File: src/rtl/r5p_htif_responder.sv
// r5p_htif_responder
// Minimal HTIF-style host interface on the TCB system bus (DLY=1).
// It provides a tohost/fromhost mailbox, halt and exit-code capture, and
// console byte output through a small FIFO.
//
// Register window (only tcb_adr[3:0] is decoded; BASE selection is upstream):
//   0x0 TOHOST   rw  a write with bit0=1 sets halt and captures exit_code once
//   0x4 FROMHOST rw  host_vld loads host_dat and wins over a CPU write
//   0x8 CONSOLE  wo  pushes wdt[7:0] into the console FIFO, reads 0
//   0xC STATUS   ro  [0] halt, [1] full, [2] empty, [15:8] level
//
// Ports:
//   clk, rst           clock, synchronous active-high reset
//   tcb_vld/wen/adr/fn3/wdt   TCB request
//   tcb_rdt/err        TCB response, registered, one cycle after transfer
//   tcb_rdy            TCB ready (combinational, low only on a full-FIFO
//                      console write)
//   host_vld/host_dat  host-side fromhost write
//   halt/exit_code     sticky halt flag and captured exit code
//   con_vld/dat/rdy    console byte stream
//
// Build option: define R5P_HTIF_CONSOLE_EN to build the console FIFO.
// Without it, console writes are accepted and discarded, STATUS reports an
// empty FIFO, and the con_* stream is held idle.
module r5p_htif_responder #(
  parameter logic [31:0] BASE     = 32'h8020_0000,
  parameter int unsigned FIFO_DEP = 4
) (
  input  logic        clk,
  input  logic        rst,
  input  logic        tcb_vld,
  input  logic        tcb_wen,
  input  logic [31:0] tcb_adr,
  input  logic [2:0]  tcb_fn3,
  input  logic [31:0] tcb_wdt,
  output logic [31:0] tcb_rdt,
  output logic        tcb_err,
  output logic        tcb_rdy,
  input  logic        host_vld,
  input  logic [31:0] host_dat,
  output logic        halt,
  output logic [30:0] exit_code,
  output logic        con_vld,
  output logic [7:0]  con_dat,
  input  logic        con_rdy
);

  localparam int unsigned DW = 32;
  localparam int unsigned EW = 31;
  localparam int unsigned BW = 8;

  localparam logic [1:0] OFF_TOHOST   = 2'd0;
  localparam logic [1:0] OFF_FROMHOST = 2'd1;
  localparam logic [1:0] OFF_CONSOLE  = 2'd2;
  localparam logic [1:0] OFF_STATUS   = 2'd3;

  // registers
  logic [DW-1:0] rdt_q, rdt_d;
  logic          err_q, err_d;
  logic [DW-1:0] tohost_q, tohost_d;
  logic [DW-1:0] fromhost_q, fromhost_d;
  logic          halt_q, halt_d;
  logic [EW-1:0] exit_q, exit_d;

  // decode
  logic          word_c;
  logic [1:0]    off_c;
  logic          con_req_c;
  logic          trn_c;
  logic          wr_acc_c;
  logic [DW-1:0] rd_mux_c;
  logic [DW-1:0] status_c;

  // console FIFO status (constant when the FIFO is not built)
  logic          fifo_full_c;
  logic          fifo_empty_c;
  logic [BW-1:0] fifo_lvl_c;

  // Request decode; the stall condition must not depend on con_rdy.
  always_comb begin
    word_c    = (tcb_fn3[1:0] == 2'b10) && (tcb_adr[1:0] == 2'b00);
    off_c     = tcb_adr[3:2];
    con_req_c = tcb_vld && tcb_wen && word_c && (off_c == OFF_CONSOLE);
    tcb_rdy   = !(con_req_c && fifo_full_c);
    trn_c     = tcb_vld && tcb_rdy;
    wr_acc_c  = trn_c && word_c && tcb_wen;
  end

  // Read data selection
  always_comb begin
    status_c = {16'h0000, fifo_lvl_c, 5'b00000, fifo_empty_c, fifo_full_c, halt_q};
    rd_mux_c = '0;
    case (off_c)
      OFF_TOHOST:   rd_mux_c = tohost_q;
      OFF_FROMHOST: rd_mux_c = fromhost_q;
      OFF_CONSOLE:  rd_mux_c = '0;
      OFF_STATUS:   rd_mux_c = status_c;
      default:      rd_mux_c = '0;
    endcase
  end

  // Next-state for response and mailbox registers
  always_comb begin
    rdt_d      = rdt_q;
    err_d      = err_q;
    tohost_d   = tohost_q;
    fromhost_d = fromhost_q;
    halt_d     = halt_q;
    exit_d     = exit_q;

    // Response registers only change on a transfer, so they hold through stalls.
    if (trn_c) begin
      err_d = !word_c;
      rdt_d = (word_c && !tcb_wen) ? rd_mux_c : '0;
    end

    if (wr_acc_c && (off_c == OFF_TOHOST)) begin
      tohost_d = tcb_wdt;
      // exit_code is captured only by the first halting write
      if (tcb_wdt[0] && !halt_q) begin
        halt_d = 1'b1;
        exit_d = tcb_wdt[DW-1:1];
      end
    end

    if (wr_acc_c && (off_c == OFF_FROMHOST)) begin
      fromhost_d = tcb_wdt;
    end

    // host side has priority over a simultaneous CPU write
    if (host_vld) begin
      fromhost_d = host_dat;
    end
  end

  // State registers
  always_ff @(posedge clk) begin
    if (rst) begin
      rdt_q      <= '0;
      err_q      <= 1'b0;
      tohost_q   <= '0;
      fromhost_q <= '0;
      halt_q     <= 1'b0;
      exit_q     <= '0;
    end else begin
      rdt_q      <= rdt_d;
      err_q      <= err_d;
      tohost_q   <= tohost_d;
      fromhost_q <= fromhost_d;
      halt_q     <= halt_d;
      exit_q     <= exit_d;
    end
  end

  assign tcb_rdt   = rdt_q;
  assign tcb_err   = err_q;
  assign halt      = halt_q;
  assign exit_code = exit_q;

`ifdef R5P_HTIF_CONSOLE_EN

  // Pointers carry one extra wrap bit so full and empty are distinguishable.
  localparam int unsigned IW = $clog2(FIFO_DEP);
  localparam int unsigned PW = IW + 1;

  logic [PW-1:0] wptr_q, wptr_d;
  logic [PW-1:0] rptr_q, rptr_d;
  logic [PW-1:0] lvl_c;
  logic [BW-1:0] mem_q [FIFO_DEP];
  logic          push_c;
  logic          pop_c;

  // FIFO status and pointer next-state
  always_comb begin
    lvl_c        = wptr_q - rptr_q;
    fifo_full_c  = (lvl_c == PW'(FIFO_DEP));
    fifo_empty_c = (lvl_c == '0);
    fifo_lvl_c   = BW'(lvl_c);
    // the stall guarantees a push never hits a full FIFO
    push_c       = wr_acc_c && (off_c == OFF_CONSOLE);
    pop_c        = !fifo_empty_c && con_rdy;
    wptr_d       = wptr_q;
    rptr_d       = rptr_q;
    if (push_c) wptr_d = wptr_q + PW'(1);
    if (pop_c)  rptr_d = rptr_q + PW'(1);
  end

  // Pointer registers
  always_ff @(posedge clk) begin
    if (rst) begin
      wptr_q <= '0;
      rptr_q <= '0;
    end else begin
      wptr_q <= wptr_d;
      rptr_q <= rptr_d;
    end
  end

  // Storage needs no reset; empty entries are never presented.
  always_ff @(posedge clk) begin
    if (push_c) begin
      mem_q[wptr_q[IW-1:0]] <= tcb_wdt[BW-1:0];
    end
  end

  // Head entry, forced to zero while empty
  always_comb begin
    con_vld = !fifo_empty_c;
    con_dat = fifo_empty_c ? '0 : mem_q[rptr_q[IW-1:0]];
  end

  logic unused_ok;
  assign unused_ok = ^{tcb_adr[31:4], tcb_fn3[2], BASE};

`else

  // Console disabled: writes are accepted and dropped, FIFO reads as empty.
  always_comb begin
    fifo_full_c  = 1'b0;
    fifo_empty_c = 1'b1;
    fifo_lvl_c   = '0;
    con_vld      = 1'b0;
    con_dat      = '0;
  end

  logic unused_ok;
  assign unused_ok = ^{tcb_adr[31:4], tcb_fn3[2], BASE, con_rdy, 32'(FIFO_DEP)};

`endif

endmodule

File: config.mk
export PLATFORM = sky130hd
export DESIGN_NAME = r5p_htif_responder
export DESIGN_NICKNAME = d
export VERILOG_FILES = /design/src/rtl/r5p_htif_responder.sv
export SDC_FILE = /design/constraint.sdc
export NUM_CORES = 1
export LEC_CHECK = 0
export ABC_AREA = 1
export BUFFER_PORTS_ARGS = -buffer_cell sky130_fd_sc_hd__buf_2
export CELL_PAD_IN_SITES_DETAIL_PLACEMENT = 1
export CELL_PAD_IN_SITES_GLOBAL_PLACEMENT = 1
export CORE_ASPECT_RATIO = 1.1
export CORE_MARGIN = 2
export CORE_UTILIZATION = 25
export DETAILED_ROUTE_END_ITERATION = 10
export GPL_TIMING_DRIVEN = 1
export PLACE_DENSITY_LB_ADDON = 0.1
export SLEW_MARGIN = 20
export SYNTH_ARGS = -nofsm -noshare
export SYNTH_HDL_FRONTEND = slang
export SYNTH_SLANG_ARGS = --single-unit
File: constraint.sdc
create_clock -name clk -period 1.3 [get_ports clk]
set_clock_uncertainty 0.15 [all_clocks]
set_input_delay 0.26 -clock clk [delete_from_list [all_inputs] [get_ports clk]]
set_output_delay 0.26 -clock clk [all_outputs]
set_load 0.02 [all_outputs]
==> flow_metrics.py <==
metrics = {
    "hold_path": {
        "holdPathStages": 5,
        "hp-start": "host_dat[25]",
        "hold_end": "fromhost_q[25]",
        "min_path_type": "input pin to register",
    },
    "critical_path": {
        "worstSetupStartpointType": "register",
        "worst-path-buf-inv": 2,
        "cp_common_cell": "buf_6",
        "timing.rr.end": "exit_code[2]",
        "worstSetupEndpointType": "output port",
        "worstRegToRegCells": 6,
        "slowest_stage": "dfxtp_2",
        "path_depth": 2,
        "cpPeakStageDelay_ns": 0.33,
        "path_class": "register to output port",
        "crit_family": "flip-flops",
        "arrival_ns": 1.00,
        "r2r_slack_ns": 0.02,
        "r2r-start": "halt",
        "worstPathRequired_ns": 0.89,
        "crit_fanout": 2,
        "path_cells": "buf_6 -> buf_6",
    },
    "detailed_routing": {
        "drc": 0,
        "vias": 6349,
        "drt_iter0_markers": 158,
        "drt-total-wl_um": 23000,
        "ant_nets": 0,
        "dr.pass1.iters": 4,
        "via_per_inst": 4.52,
        "post_drt_wl_per_cell_um": 16.4,
    },
    "floorplanning": {
        "core_area_um2": 23000,
        "io_pins": 180,
        "num_rows": 58,
        "start_util_pct": 25.6,
        "die_y_um": 165,
        "die_x_um": 150,
        "die_area_um2": 24800,
    },
    "cells_and_area": {
        "nets": 1195,
        "post_route_cells_drive_above_1_share_pct": 32.1,
        "fin_cells": 1404,
        "fillers": 2803,
        "area_growth_pct": 54.4,
    },
    "synth": {
        "yosys.area.top_type": "dfxtp_1",
        "syn_area_per_cell_um2": 6.61,
        "synthCells": 892,
        "synth-main-ff-cell": "dfxtp_1",
        "ys_seq_elements": 129,
        "synthesis.area_um2": 5900,
        "synth_seq_area_share_pct": 43.8,
        "synth_area_leaders": "dfxtp_1 (44%), nand2_1 (18%), a21oi_1 (7.6%)",
        "synth_commonest_cells": "nand2_1 (290), dfxtp_1 (129), nor2_1 (95)",
        "synth.most_common_cell": "nand2_1",
        "synth.distinct_cells": 24,
        "synth_edf_count": 0,
        "yosys_warnings": 0,
        "yosys.area.top_type_share_pct": 43.8,
        "synthArstFlopShare_pct": 0,
    },
    "placement": {
        "place.gp.congestion": 0.746,
        "placed_cells": 1328,
        "io_buffers": 139,
        "dp_hpwl_um": 16000,
    },
    "clock_tree": {
        "clock_path_buffers": 2,
        "cts_buffers": 17,
        "worstSkewPairLatency_ns": 0.43,
        "clkSinkCount": 129,
        "cts_tree": "built",
        "cts.clk_slew.worst_paths_ns": 0.07,
        "clockRootBuffer": "clkbuf_16",
        "cts_htree_levels": 4,
    },
    "sta": {
        "period_share_pct": 108,
        "layout_min_cycle_time_ns": 1.41,
        "fmax_ghz": 0.709,
        "drv_slew": 0,
        "hold_viol": 0,
        "setup_slack_ns": -0.110,
        "rsz0062_at_grt": "true",
        "setup_viol": 13,
        "whs_ns": 0.00477,
    },
    "pwr": {
        "total_power_mw": 10.0,
        "p_per_area_nw_per_um2": 1100,
        "p_int_mw": 7.36,
        "switching_share_pct": 26.6,
        "pwr-share-clk_pct": 49.0,
        "p_switching_mw": 2.67,
        "power_frac_seq_pct": 40.3,
        "ir_drop_mv": 0.876,
        "p_leak_nw": 4.07,
        "combPwrFrac_pct": 10.8,
    },
    "outcome": {
        "failed_checks": "negative setup slack",
        "outcome": "complete, but fails checks",
    },
    "global_route": {
        "first_global_vias": 6548,
        "antenna_found_initial": 2,
        "grt_overflow": 0,
        "grt_pass1_wl_um": 35900,
        "grt_max_degree": 41,
        "track_usage_pct": 19.2,
    },
    "job": {
        "max_cap_violations": 0,
    },
}
==> routing by layer <==
layer  GRT usage [%]  share of wire [%]  routed length, um
met1            22.4                 43               9910
met2            35.2                 52              12000
met3            3.71                3.4                790
met4            5.96                1.6                360
met5               0              0.048                 11
==> sequential cells by signal, summed over array words and instances (netlist names) <==
signal / flops
halt: 1
tohost_q: 32
tcb_rdt: 32
exit_code: 31
tcb_err: 1
fromhost_q: 32
==> worst max path at each step <==
stage | from | end | slack (ns)
floorplan | tcb_adr[0] | exit_code[10] | -0.05
global placement | tcb_adr[1] | exit_code[21] | -0.30
detailed placement | tcb_adr[1] | exit_code[26] | -0.30
CTS | halt | halt | -0.12
global route | halt | halt | -0.14
finish | halt | halt | -0.11
==> cells by family after synthesis <==
group	count (synthesis)	synth area share (%)
AND/OR/NAND/NOR	487	34.9
flip-flops	129	43.8
buffers and inverters	151	10.7
other	2	0.127
AO/OA/AOI/OAI	123	10.5
==> power groups by stage <==
stage	clock network (mW)	registers, mW	logic [mW]
6_report	4.91	4.03	1.08
2_1_floorplan	0	4.14	0.512
3_5_place_dp	0	4.14	1.00
4_1_cts	5.04	4.03	1.09
5_1_grt	5.19	4.04	1.20
3_3_place_gp	0	4.14	1.00
==> per-stage QoR <==
| stage | TNS, ns | util, % | instance area (um2) | setup WS (ns) |
|---|---|---|---|---|
| finish | -0.313 | 39.6 | 9110 | -0.110 |
| global route | -2.36 | 39.6 | 9100 | -0.142 |
| CTS | -2.19 | 39.0 | 8980 | -0.117 |
| detailed placement | -28.47 | 32.7 | 7520 | -0.297 |
| global placement | -27.06 | 32.7 | 7520 | -0.297 |
| floorplan | -1.57 | - | 6090 | -0.0497 |
==> layout by cell type, fill, tap and decap left out, types with 2 or more instances in the layout <==
cell type	synthesis	routed
nand3_4	2	3
dfxtp_2	0	55
buf_4	10	52
a21oi_1	89	89
nor3_4	0	2
buf_6	0	67
inv_6	0	5
dfxtp_4	0	10
inv_2	1	4
buf_12	0	22
bufinv_16	0	2
clkinv_2	0	4
nor3_1	31	5
nand4_1	32	32
o21ai_0	8	8
nor2_1	95	93
dlygate4sd3_1	0	31
nand3_1	32	32
conb_1	2	10
o21ai_1	25	25
nor2_4	1	3
nand2_1	290	289
clkinv_4	0	3
buf_2	21	74
inv_1	74	71
nor3_2	1	25
clkbuf_16	0	17
dfxtp_1	129	64
==> area by class of cell <==
class	instances	area (um2)	share of cell area, %
antenna	1	2.50	0.0275
clock buffer	18	439	4.82
clock inverter	14	153	1.68
inverter	76	287	3.15
multi-input combinational	620	2900	31.8
sequential	129	2690	29.5
tap	300	375	4.12
timing repair buffer	246	2270	24.9
==> worst reg2reg max path, delay by kind of cell (launching register included) <==
kind	cells	cell delay, ns
buf+inv	1	0.21
flops	1	0.33
simple gates	5	0.54
==> what timing repair did <==
action / 4_1_cts / 5_1_grt
cloned: 0 / 0
resized for setup: 208 / 14
hold endpoints to repair: 53 / 0
setup endpoints to repair: 96 / 96
hold buffers: 31 / 0
setup buffers: 4 / 8
pin swaps: 0 / 1
No activity file was read; power rests on OpenSTA's default activity.
